[src/rtl/dmac_fifo_ctl_if.sv]
// Handshake and status bundle between the DMAC engines and the datapath FIFO.
// The slave modport is the FIFO side and the master modport is the engine side.
interface dmac_fifo_ctl_if #(
    parameter int DEPTH_LG2  = 4,
    parameter int DATA_WIDTH = 32
);
    logic                  flush_i;
    logic                  wren_i;
    logic [DATA_WIDTH-1:0] wdata_i;
    logic                  full_o;
    logic                  afull_o;
    logic                  rden_i;
    logic [DATA_WIDTH-1:0] rdata_o;
    logic                  empty_o;
    logic                  aempty_o;
    logic [DEPTH_LG2:0]    count_o;
    logic                  ovf_o;
    logic                  udf_o;
    logic                  err_clr_i;

    modport slave (
        input  flush_i, wren_i, wdata_i, rden_i, err_clr_i,
        output full_o, afull_o, rdata_o, empty_o, aempty_o, count_o, ovf_o, udf_o
    );

    modport master (
        output flush_i, wren_i, wdata_i, rden_i, err_clr_i,
        input  full_o, afull_o, rdata_o, empty_o, aempty_o, count_o, ovf_o, udf_o
    );
endinterface

[src/rtl/dmac_fifo_ctl.sv]
// Show-ahead synchronous FIFO for the DMAC datapath: registered head data,
// occupancy and almost-flags derived from next-state pointers, and sticky error flags.
module dmac_fifo_ctl #(
    parameter int DEPTH_LG2  = 4,
    parameter int DATA_WIDTH = 32,
    parameter int AFULL_THR  = 14,
    parameter int AEMPTY_THR = 2
) (
    input  logic             clk,
    input  logic             rst_n,
    dmac_fifo_ctl_if.slave   bus
);
    localparam int              DEPTH    = 1 << DEPTH_LG2;
    localparam int              PW       = DEPTH_LG2 + 1;
    localparam logic [PW-1:0]   AFULL_C  = PW'(AFULL_THR);
    localparam logic [PW-1:0]   AEMPTY_C = PW'(AEMPTY_THR);

    logic [DATA_WIDTH-1:0] mem [DEPTH];

    logic [PW-1:0]         wrptr_q, wrptr_d;
    logic [PW-1:0]         rdptr_q, rdptr_d;
    logic [PW-1:0]         count_q, count_d;
    logic                  full_q, full_d;
    logic                  empty_q, empty_d;
    logic                  afull_q, afull_d;
    logic                  aempty_q, aempty_d;
    logic                  ovf_q, ovf_d;
    logic                  udf_q, udf_d;
    logic [DATA_WIDTH-1:0] rdata_q, rdata_d;

    logic wr_acc;
    logic rd_acc;
    logic wr_rej;
    logic rd_rej;

    always_comb begin
        wr_acc = bus.wren_i & ~full_q  & ~bus.flush_i;
        rd_acc = bus.rden_i & ~empty_q & ~bus.flush_i;
        wr_rej = bus.wren_i &  full_q  & ~bus.flush_i;
        rd_rej = bus.rden_i &  empty_q & ~bus.flush_i;
    end

    always_comb begin
        wrptr_d = wrptr_q;
        rdptr_d = rdptr_q;
        if (bus.flush_i) begin
            wrptr_d = '0;
            rdptr_d = '0;
        end else begin
            if (wr_acc) wrptr_d = wrptr_q + PW'(1);
            if (rd_acc) rdptr_d = rdptr_q + PW'(1);
        end
        count_d  = wrptr_d - rdptr_d;
        empty_d  = (wrptr_d == rdptr_d);
        full_d   = (wrptr_d[PW-1] != rdptr_d[PW-1]) &&
                   (wrptr_d[PW-2:0] == rdptr_d[PW-2:0]);
        afull_d  = (count_d >= AFULL_C);
        aempty_d = (count_d <= AEMPTY_C);
    end

    // The head must bypass storage whenever the next head is the word being written this cycle.
    always_comb begin
        rdata_d = rdata_q;
        if (bus.flush_i) begin
            rdata_d = '0;
        end else if (wr_acc && (rdptr_d == wrptr_q)) begin
            rdata_d = bus.wdata_i;
        end else if (!empty_d) begin
            rdata_d = mem[rdptr_d[PW-2:0]];
        end
    end

    always_comb begin
        ovf_d = ovf_q | wr_rej;
        udf_d = udf_q | rd_rej;
        if (bus.err_clr_i) begin
            ovf_d = 1'b0;
            udf_d = 1'b0;
        end
    end

    always_ff @(posedge clk) begin
        if (wr_acc) mem[wrptr_q[PW-2:0]] <= bus.wdata_i;
    end

    always_ff @(posedge clk) begin
        if (!rst_n) begin
            wrptr_q  <= '0;
            rdptr_q  <= '0;
            count_q  <= '0;
            full_q   <= 1'b0;
            empty_q  <= 1'b1;
            afull_q  <= 1'b0;
            aempty_q <= 1'b1;
            ovf_q    <= 1'b0;
            udf_q    <= 1'b0;
            rdata_q  <= '0;
        end else begin
            wrptr_q  <= wrptr_d;
            rdptr_q  <= rdptr_d;
            count_q  <= count_d;
            full_q   <= full_d;
            empty_q  <= empty_d;
            afull_q  <= afull_d;
            aempty_q <= aempty_d;
            ovf_q    <= ovf_d;
            udf_q    <= udf_d;
            rdata_q  <= rdata_d;
        end
    end

    assign bus.full_o   = full_q;
    assign bus.afull_o  = afull_q;
    assign bus.empty_o  = empty_q;
    assign bus.aempty_o = aempty_q;
    assign bus.count_o  = count_q;
    assign bus.ovf_o    = ovf_q;
    assign bus.udf_o    = udf_q;
    assign bus.rdata_o  = rdata_q;
endmodule

[src/flat_wrapper.sv]
// flat-port wrapper written by rule: the top's interface ports become plain ports
module dmac_fifo_ctl_flat 
#(
    parameter int DEPTH_LG2  = 4,
    parameter int DATA_WIDTH = 32,
    parameter int AFULL_THR  = 14,
    parameter int AEMPTY_THR = 2
)
  (clk, rst_n, bus_flush_i, bus_wren_i, bus_wdata_i, bus_rden_i, bus_err_clr_i, bus_full_o, bus_afull_o, bus_rdata_o, bus_empty_o, bus_aempty_o, bus_count_o, bus_ovf_o, bus_udf_o);
  dmac_fifo_ctl_if #(.DEPTH_LG2(DEPTH_LG2), .DATA_WIDTH(DATA_WIDTH)) bus_i ();
  input  logic clk;
  input  logic rst_n;
  input wire logic [$bits(bus_i.flush_i)-1:0] bus_flush_i;
  input wire logic [$bits(bus_i.wren_i)-1:0] bus_wren_i;
  input wire logic [$bits(bus_i.wdata_i)-1:0] bus_wdata_i;
  input wire logic [$bits(bus_i.rden_i)-1:0] bus_rden_i;
  input wire logic [$bits(bus_i.err_clr_i)-1:0] bus_err_clr_i;
  output wire logic [$bits(bus_i.full_o)-1:0] bus_full_o;
  output wire logic [$bits(bus_i.afull_o)-1:0] bus_afull_o;
  output wire logic [$bits(bus_i.rdata_o)-1:0] bus_rdata_o;
  output wire logic [$bits(bus_i.empty_o)-1:0] bus_empty_o;
  output wire logic [$bits(bus_i.aempty_o)-1:0] bus_aempty_o;
  output wire logic [$bits(bus_i.count_o)-1:0] bus_count_o;
  output wire logic [$bits(bus_i.ovf_o)-1:0] bus_ovf_o;
  output wire logic [$bits(bus_i.udf_o)-1:0] bus_udf_o;
  assign bus_i.flush_i = bus_flush_i;
  assign bus_i.wren_i = bus_wren_i;
  assign bus_i.wdata_i = bus_wdata_i;
  assign bus_i.rden_i = bus_rden_i;
  assign bus_i.err_clr_i = bus_err_clr_i;
  assign bus_full_o = bus_i.full_o;
  assign bus_afull_o = bus_i.afull_o;
  assign bus_rdata_o = bus_i.rdata_o;
  assign bus_empty_o = bus_i.empty_o;
  assign bus_aempty_o = bus_i.aempty_o;
  assign bus_count_o = bus_i.count_o;
  assign bus_ovf_o = bus_i.ovf_o;
  assign bus_udf_o = bus_i.udf_o;
  dmac_fifo_ctl #(.DEPTH_LG2(DEPTH_LG2), .DATA_WIDTH(DATA_WIDTH), .AFULL_THR(AFULL_THR), .AEMPTY_THR(AEMPTY_THR)) u_core (.clk(clk), .rst_n(rst_n), .bus(bus_i));
endmodule
[config.mk]
export PLATFORM = sky130hd
export DESIGN_NAME = dmac_fifo_ctl_flat
export DESIGN_NICKNAME = d
export VERILOG_FILES = /design/src/rtl/dmac_fifo_ctl_if.sv /design/src/rtl/dmac_fifo_ctl.sv /design/src/flat_wrapper.sv
export SDC_FILE = /design/constraint.sdc
export NUM_CORES = 1
export LEC_CHECK = 0
export ABC_CLOCK_PERIOD_IN_PS = 3400
export BUFFER_PORTS_ARGS = -buffer_cell sky130_fd_sc_hd__buf_2
export CAP_MARGIN = 20
export CORE_ASPECT_RATIO = 0.5
export CORE_MARGIN = 2
export CORE_UTILIZATION = 45
export DETAILED_ROUTE_END_ITERATION = 10
export GPL_ROUTABILITY_DRIVEN = 0
export PLACE_DENSITY_LB_ADDON = 0.15
export SYNTH_ARGS = -nofsm -noshare
export SYNTH_HDL_FRONTEND = slang
export SYNTH_SLANG_ARGS = --single-unit
[constraint.sdc]
create_clock -name clk -period 3.4 [get_ports clk]
set_input_delay 0.34 -clock clk [delete_from_list [all_inputs] [get_ports clk]]
set_output_delay 0.34 -clock clk [all_outputs]
set_load 0.02 [all_outputs]
==> results of run 1 <==
## registers in the layout, indices dropped and copies added, names as in the netlist
| name | flops |
|---|---|
| u_core.bus.count_o | 5 |
| u_core.bus.aempty_o | 1 |
| u_core.mem | 512 |
| u_core.wrptr_q | 5 |
| u_core.bus.rdata_o | 32 |
| u_core.bus.afull_o | 1 |
| u_core.bus.full_o | 1 |
| u_core.rdptr_q | 5 |
| u_core.bus.empty_o | 1 |
| u_core.bus.ovf_o | 1 |
| u_core.bus.udf_o | 1 |
## layer usage
metal  GRT usage  vias to the layer above
li1            -                     4556
met2      0.3187                      474
met4     0.04694                        0
met1      0.3115                     5786
met3     0.03595                       63
met5           0                        -
## logic make-up (layout without fill, tap and decap cells)
family / after synthesis / after routing / share of synthesized area
simple gates: 72 / 72 / 0.01777
mux: 130 / 130 / 0.1354
compound gates: 149 / 149 / 0.05600
flops: 565 / 565 / 0.7654
fa+ha+maj: 10 / 10 / 0.006177
xor+xnor: 12 / 12 / 0.004894
buf+inv: 68 / 244 / 0.01439
## stage by stage
stage                     hold WS [ns]  utilization
after floorplan                 0.4019            -
after global placement          0.4465       0.4939
after detailed placement        0.4699       0.4939
after CTS                      0.05459       0.5277
after global routing           0.08244       0.5277
final                          0.08388       0.5277
## worst reg2reg max path: stages (launching register included)
cell	delay, ns
dfxtp_1	0.37
buf_4	0.13
ha_1	0.22
nand2_1	0.13
o31a_1	0.29
o211ai_1	0.27
a21oi_1	0.13
or2_2	0.35
nor2_4	0.79
buf_4	0.32
a221o_1	0.15
## path summary, 6_finish.rpt
kind,startpoint,to,slack (ns),depth (start not counted)
setup reg to reg,u_core.wrptr_q[1]$_SDFF_PN0_,u_core.bus.rdata_o[25]$_SDFFE_PP0P_,0.20,10
hold / removal,bus_wren_i,u_core.bus.ovf_o$_SDFF_PP0_,0.08,3
setup / recovery,u_core.wrptr_q[1]$_SDFF_PN0_,u_core.bus.rdata_o[25]$_SDFFE_PP0P_,0.20,10
hold reg to reg,u_core.bus.udf_o$_SDFF_PP0_,u_core.bus.udf_o$_SDFF_PP0_,0.48,2
## cells in the final DEF, fill, tap and decap left out, types with 2 or more instances in the layout
cell type and count:
a2111oi_0 2, a211oi_1 32, a21o_1 2, a21oi_1 6
a221o_1 32, a22oi_1 64, a31oi_1 2, and2_1 2
and2_2 16, buf_12 20, buf_2 80, buf_4 37
bufinv_16 2, clkbuf_1 19, clkbuf_16 50, clkbuf_8 9
clkinv_1 3, clkinv_2 7, dfxtp_1 53, edfxtp_1 512
ha_1 9, inv_1 13, mux4_2 128, nand2_1 7
nand3b_1 3, nor2_1 18, nor2_4 5, nor2b_1 2
nor3_1 6, o21a_1 2, or3_1 2, xnor2_1 11
## power by group through the flow
| stage | clock network (mW) | logic [mW] | registers [mW] |
|---|---|---|---|
| final | 5.51 | 0.518 | 7.64 |
| after global routing | 5.89 | 0.561 | 7.64 |
| after global placement | 0 | 0.509 | 7.79 |
| after CTS | 5.63 | 0.525 | 7.64 |
| after floorplan | 0 | 0.242 | 7.82 |
| after detailed placement | 0 | 0.523 | 7.79 |
## synthesized netlist by cell type, types with 3 or more instances
cell type / number
a211oi_1: 32
a21oi_1: 6
a221o_1: 32
a22oi_1: 64
and2_1: 18
buf_2: 16
buf_4: 3
buf_6: 3
clkbuf_1: 30
dfxtp_1: 53
edfxtp_1: 512
ha_1: 9
inv_1: 13
mux4_2: 128
nand2_1: 8
nand3b_1: 3
nor2_1: 21
nor3_1: 7
xnor2_1: 11
## timing repair
action,4_1_cts,5_1_grt
endpoints found under the hold margin,1,0
resized for setup,0,1
endpoints found under the setup margin,0,4
hold buffers,1,0
## final cells by class
| class | instances | share of cell area |
|---|---|---|
| multi-input combinational | 373 | 0.1942 |
| tap | 638 | 0.03222 |
| sequential | 565 | 0.6634 |
| inverter | 14 | 0.002121 |
| clock inverter | 13 | 0.005252 |
| clock buffer | 78 | 0.05838 |
| timing repair buffer | 139 | 0.04439 |
==> metrics.txt, run 1 <==
FMAX=312.5 MHz; Die X=312.9 um; final instance area=24,780 um^2; Clock Tree Buf Depth=3; DRC Markers=0; vias in the first global route=roughly 11,000; syn nets=1,054; setup TNS=0 ns; setup ws final=0.1995 ns; Via density=approximately 6.0; CP required=3.91 ns; Sw Ratio=0.2037; die area=49,590 um^2; slew of the pin with the lowest slew margin=1.165 ns; P per Cell Area=approximately 550 nW/um^2; CP max stage delay=0.79 ns; Post-Synthesis Cells=1,006; hpwl dp=26.96 mm; antenna violations before repair=1; Post-synth EDFFs=512; Syn. warnings=0; area leader, netlist=edfxtp_1; Clock power frac=0.403; post-synthesis sequential area ratio=0.7654; Post-synth ARST share=0; Syn Area/Cell=21.35 um^2; Reg area=16,440 um^2; Area growth syn-to-layout=15.38%; Seq pwr share=0.559; Clock Latency Late Sink=0.57 ns; routed length on met2=23.49 mm; total congestion overflow=0; Worst Path Arrival=3.71 ns; Main synth FF type=edfxtp_1; WS Path Type=flop to flop; Placed Area=23,180 um^2; synthesized cell area=21,470 um^2; via count=10,880; final hold viol count=0; Setup violations, final=0; Net Sw Power=2.785 mW; CTS tree=yes; largest net degree at the start of global routing=130; Initial Utilization=0.4574; leak pwr=8.166 nW; n_diodes=0; Multi-input gate area=4812 um^2; global-route wire length before repair=~73 mm; Max-cap violations=0; Final Skew=0.02071 ns; maximum vdd ir drop=0.0004759 V; Synth cell types=47; Max Used Layer=met4; layout net count=1,190; period utilization=0.9413; crit-path max FO=24; layout cell share with drive strength beyond 1=0.3105; Final ANT Viol Nets=0; fin cells=1,820; postcts setup bufs=0; Placed Cells=1,728; root cell of the clock tree=clkbuf_16; CP Buf/Inv Count=2; clk slew on worst S/H paths=0.06 ns; Internal=10.88 mW; Setup crit start kind=flop; Final Power=13.67 mW; Clock Sinks=565; Yosys top cell area share=0.7160; #FFs+latches synth=approximately 570; I/O Pins=slightly above 80; total iterations of the first detailed-routing run=5; Final Max Tran Viols=0; Crit path max-delay family=simple AND/OR/NAND/NOR gates; Rows=56; IO Port Bufs=80; violation count after the first detailed-route iteration=1,265; Rel. slew slack=0.2232; CP endpoint kind=flop; critical path's slowest cell=nor2_4; WL met1=22.39 mm; min cycle time layout=3.200 ns; combinational power share=0.038; Filler cells=3,704; pre-CTS WS=~0.13 ns; H-tree levels=2; Global Route Usage Sum=0.2070; RSZ-0062 raised after global routing=false; most used cell, CP=buf_4; CTS buffer count=49; met3 routed WL=4.263 mm; Total Wirelength=51.02 mm; Routed wire per std cell=roughly 28 um; die height=between 150 and 200 um; Core ar.=46,950 um^2; worst min path class=input port to flop; ranking of synthesized cells by area=edfxtp_1, mux4_2, dfxtp_1, a22oi_1, a221o_1; sequence of cells on the critical path=buf_4 > ha_1 > nand2_1 > o31a_1 > o211ai_1 > a21oi_1 > or2_2 > nor2_4 > buf_4 > a221o_1; outcome=finished, final reports clean
No activity file was read; power rests on OpenSTA's default activity.
==> run 2, diff against run 1 <==
Settings changed: ABC_CLOCK_PERIOD_IN_PS 3400 to 3350.
Clock period 3.4 ns to 3.35 ns, I/O delays scaled along.
==> metrics.txt, run 2 (synthesis gave the netlist of run 1 again) <==
setup ws final=between 0.3 and 0.4 ns; Rows=56; period utilization=0.9099; Placed Cells=1,717; IO Port Bufs=80; Worst Path Arrival=approximately 3.6 ns; most common cell after layout, fill and taps aside=edfxtp_1; die height=158.5 um; hold slack=0.04770 ns; final instance area=24,740 um^2; largest net degree at the start of global routing=130; root cell of the clock tree=clkbuf_16; Rel. slew slack=0.4147; pre-CTS WS=about 0.21 ns; RSZ-0062 raised after global routing=false; leak pwr=8.137 nW; setup TNS=0 ns; Final ANT Viol Nets=0; min cycle time layout=3.048 ns; CTS tree=yes; Filler cells=3,686; CP required=3.86 ns; final hold viol count=0; Area growth syn-to-layout=15.20%; DRC Markers=0; Via density=5.886; I/O Pins=between 80 and 90; total congestion overflow=0; Clock Tree Buf Depth=3; total iterations of the first detailed-routing run=5; Final Skew=about 0.020 ns; H-tree levels=2; Final Power=13.82 mW; clk slew on worst S/H paths=0.06 ns; via count=10,680; Clock Latency Late Sink=0.58 ns; Reg area=16,440 um^2; Global Route Usage Sum=0.2118; crit-path max FO=23; layout net count=1,184; fin cells=1,815; maximum vdd ir drop=roughly 0.00035 V; outcome=finished, final reports clean; Final Max Tran Viols=0; Max-cap violations=0; violation count after the first detailed-route iteration=1,081; Total Wirelength=51.83 mm; Core ar.=46,950 um^2; fin util=0.5269; die area=49,590 um^2; global-route wire length before repair=75.02 mm; number of flip-flops in the largest register=512; CP endpoint kind=flop; Clock Sinks=about 570; hpwl dp=26.81 mm; Setup violations, final=0; Die X=312.9 um; worst min path class=input port to flop; antenna violations before repair=1; CTS buffer count=50; commonest non-fill, non-tap cells in the layout=edfxtp_1, mux4_2, buf_2, a22oi_1, dfxtp_1; WS Path Type=flop to flop; Setup crit start kind=flop; vias in the first global route=approximately 11,000; P per Cell Area=558.7 nW/um^2; slew of the pin with the lowest slew margin=0.8780 ns; Placed Area=approximately 23,000 um^2; Routed wire per std cell=between 20 and 30 um; layout cell share with drive strength beyond 1=0.3027; FMAX=328.1 MHz; Initial Utilization=0.4574; Multi-input gate area=4812 um^2
## run 2: area by class of cell
class | instances | share of cell area
Tap cell | 638 | 0.03227
Sequential cell | 565 | 0.6644
Antenna cell | 1 | 0.0001012
Clock inverter | 20 | 0.006120
Timing Repair Buffer | 132 | 0.04370
Clock buffer | 72 | 0.05675
Inverter | 14 | 0.002124
Multi-Input combinational cell | 373 | 0.1945
## run 2: metal layers
| metal | vias to the layer above | track usage | part of all wire | wire length, um |
|---|---|---|---|---|
| met5 | - | 0 | 0 | 0 |
| met4 | 0 | 0.04967 | 0.015 | 767 |
| met3 | 58 | 0.03712 | 0.063 | 3253 |
| met2 | 354 | 0.3442 | 0.48 | 25070 |
| met1 | 5732 | 0.3023 | 0.44 | 22740 |
| li1 | 4539 | - | - | - |
## run 2: worst max-delay path: stages, from the launching register on
cell and delay [ns]:
dfxtp_1 0.34, and2b_4 0.30, mux2i_4 0.28, inv_1 0.11, xnor2_1 0.13, or3_4 0.39, or4_1 0.58, nor2_4 0.37
buf_12 0.28, a221o_1 0.18
## run 2: worst paths after layout
| check | startpoint | end | slack [ns] | cells past startpoint |
|---|---|---|---|---|
| worst max-delay path | u_core.bus.empty_o$_SDFF_PN1_ | u_core.bus.rdata_o[11]$_SDFFE_PP0P_ | 0.30 | 9 |
| worst min-delay path | bus_err_clr_i | u_core.bus.ovf_o$_SDFF_PP0_ | 0.05 | 3 |
| worst max register to register | u_core.bus.empty_o$_SDFF_PN1_ | u_core.bus.rdata_o[11]$_SDFFE_PP0P_ | 0.30 | 9 |
| worst min register to register | u_core.bus.ovf_o$_SDFF_PP0_ | u_core.bus.ovf_o$_SDFF_PP0_ | 0.47 | 2 |
## run 2: where the power goes
part           switching, mW  internal, mW  leakage (nW)
Sequential            0.0240          7.73          5.04
Combinational          0.338         0.208          2.33
Clock                   2.46          3.06         0.760
Total                   2.82          11.0          8.14
## run 2: timing repair
item,CTS,global route
endpoints found under the hold margin,1,0
resized for setup,0,0
endpoints found under the setup margin,0,9
hold buffers,1,0
setup buffers,0,4
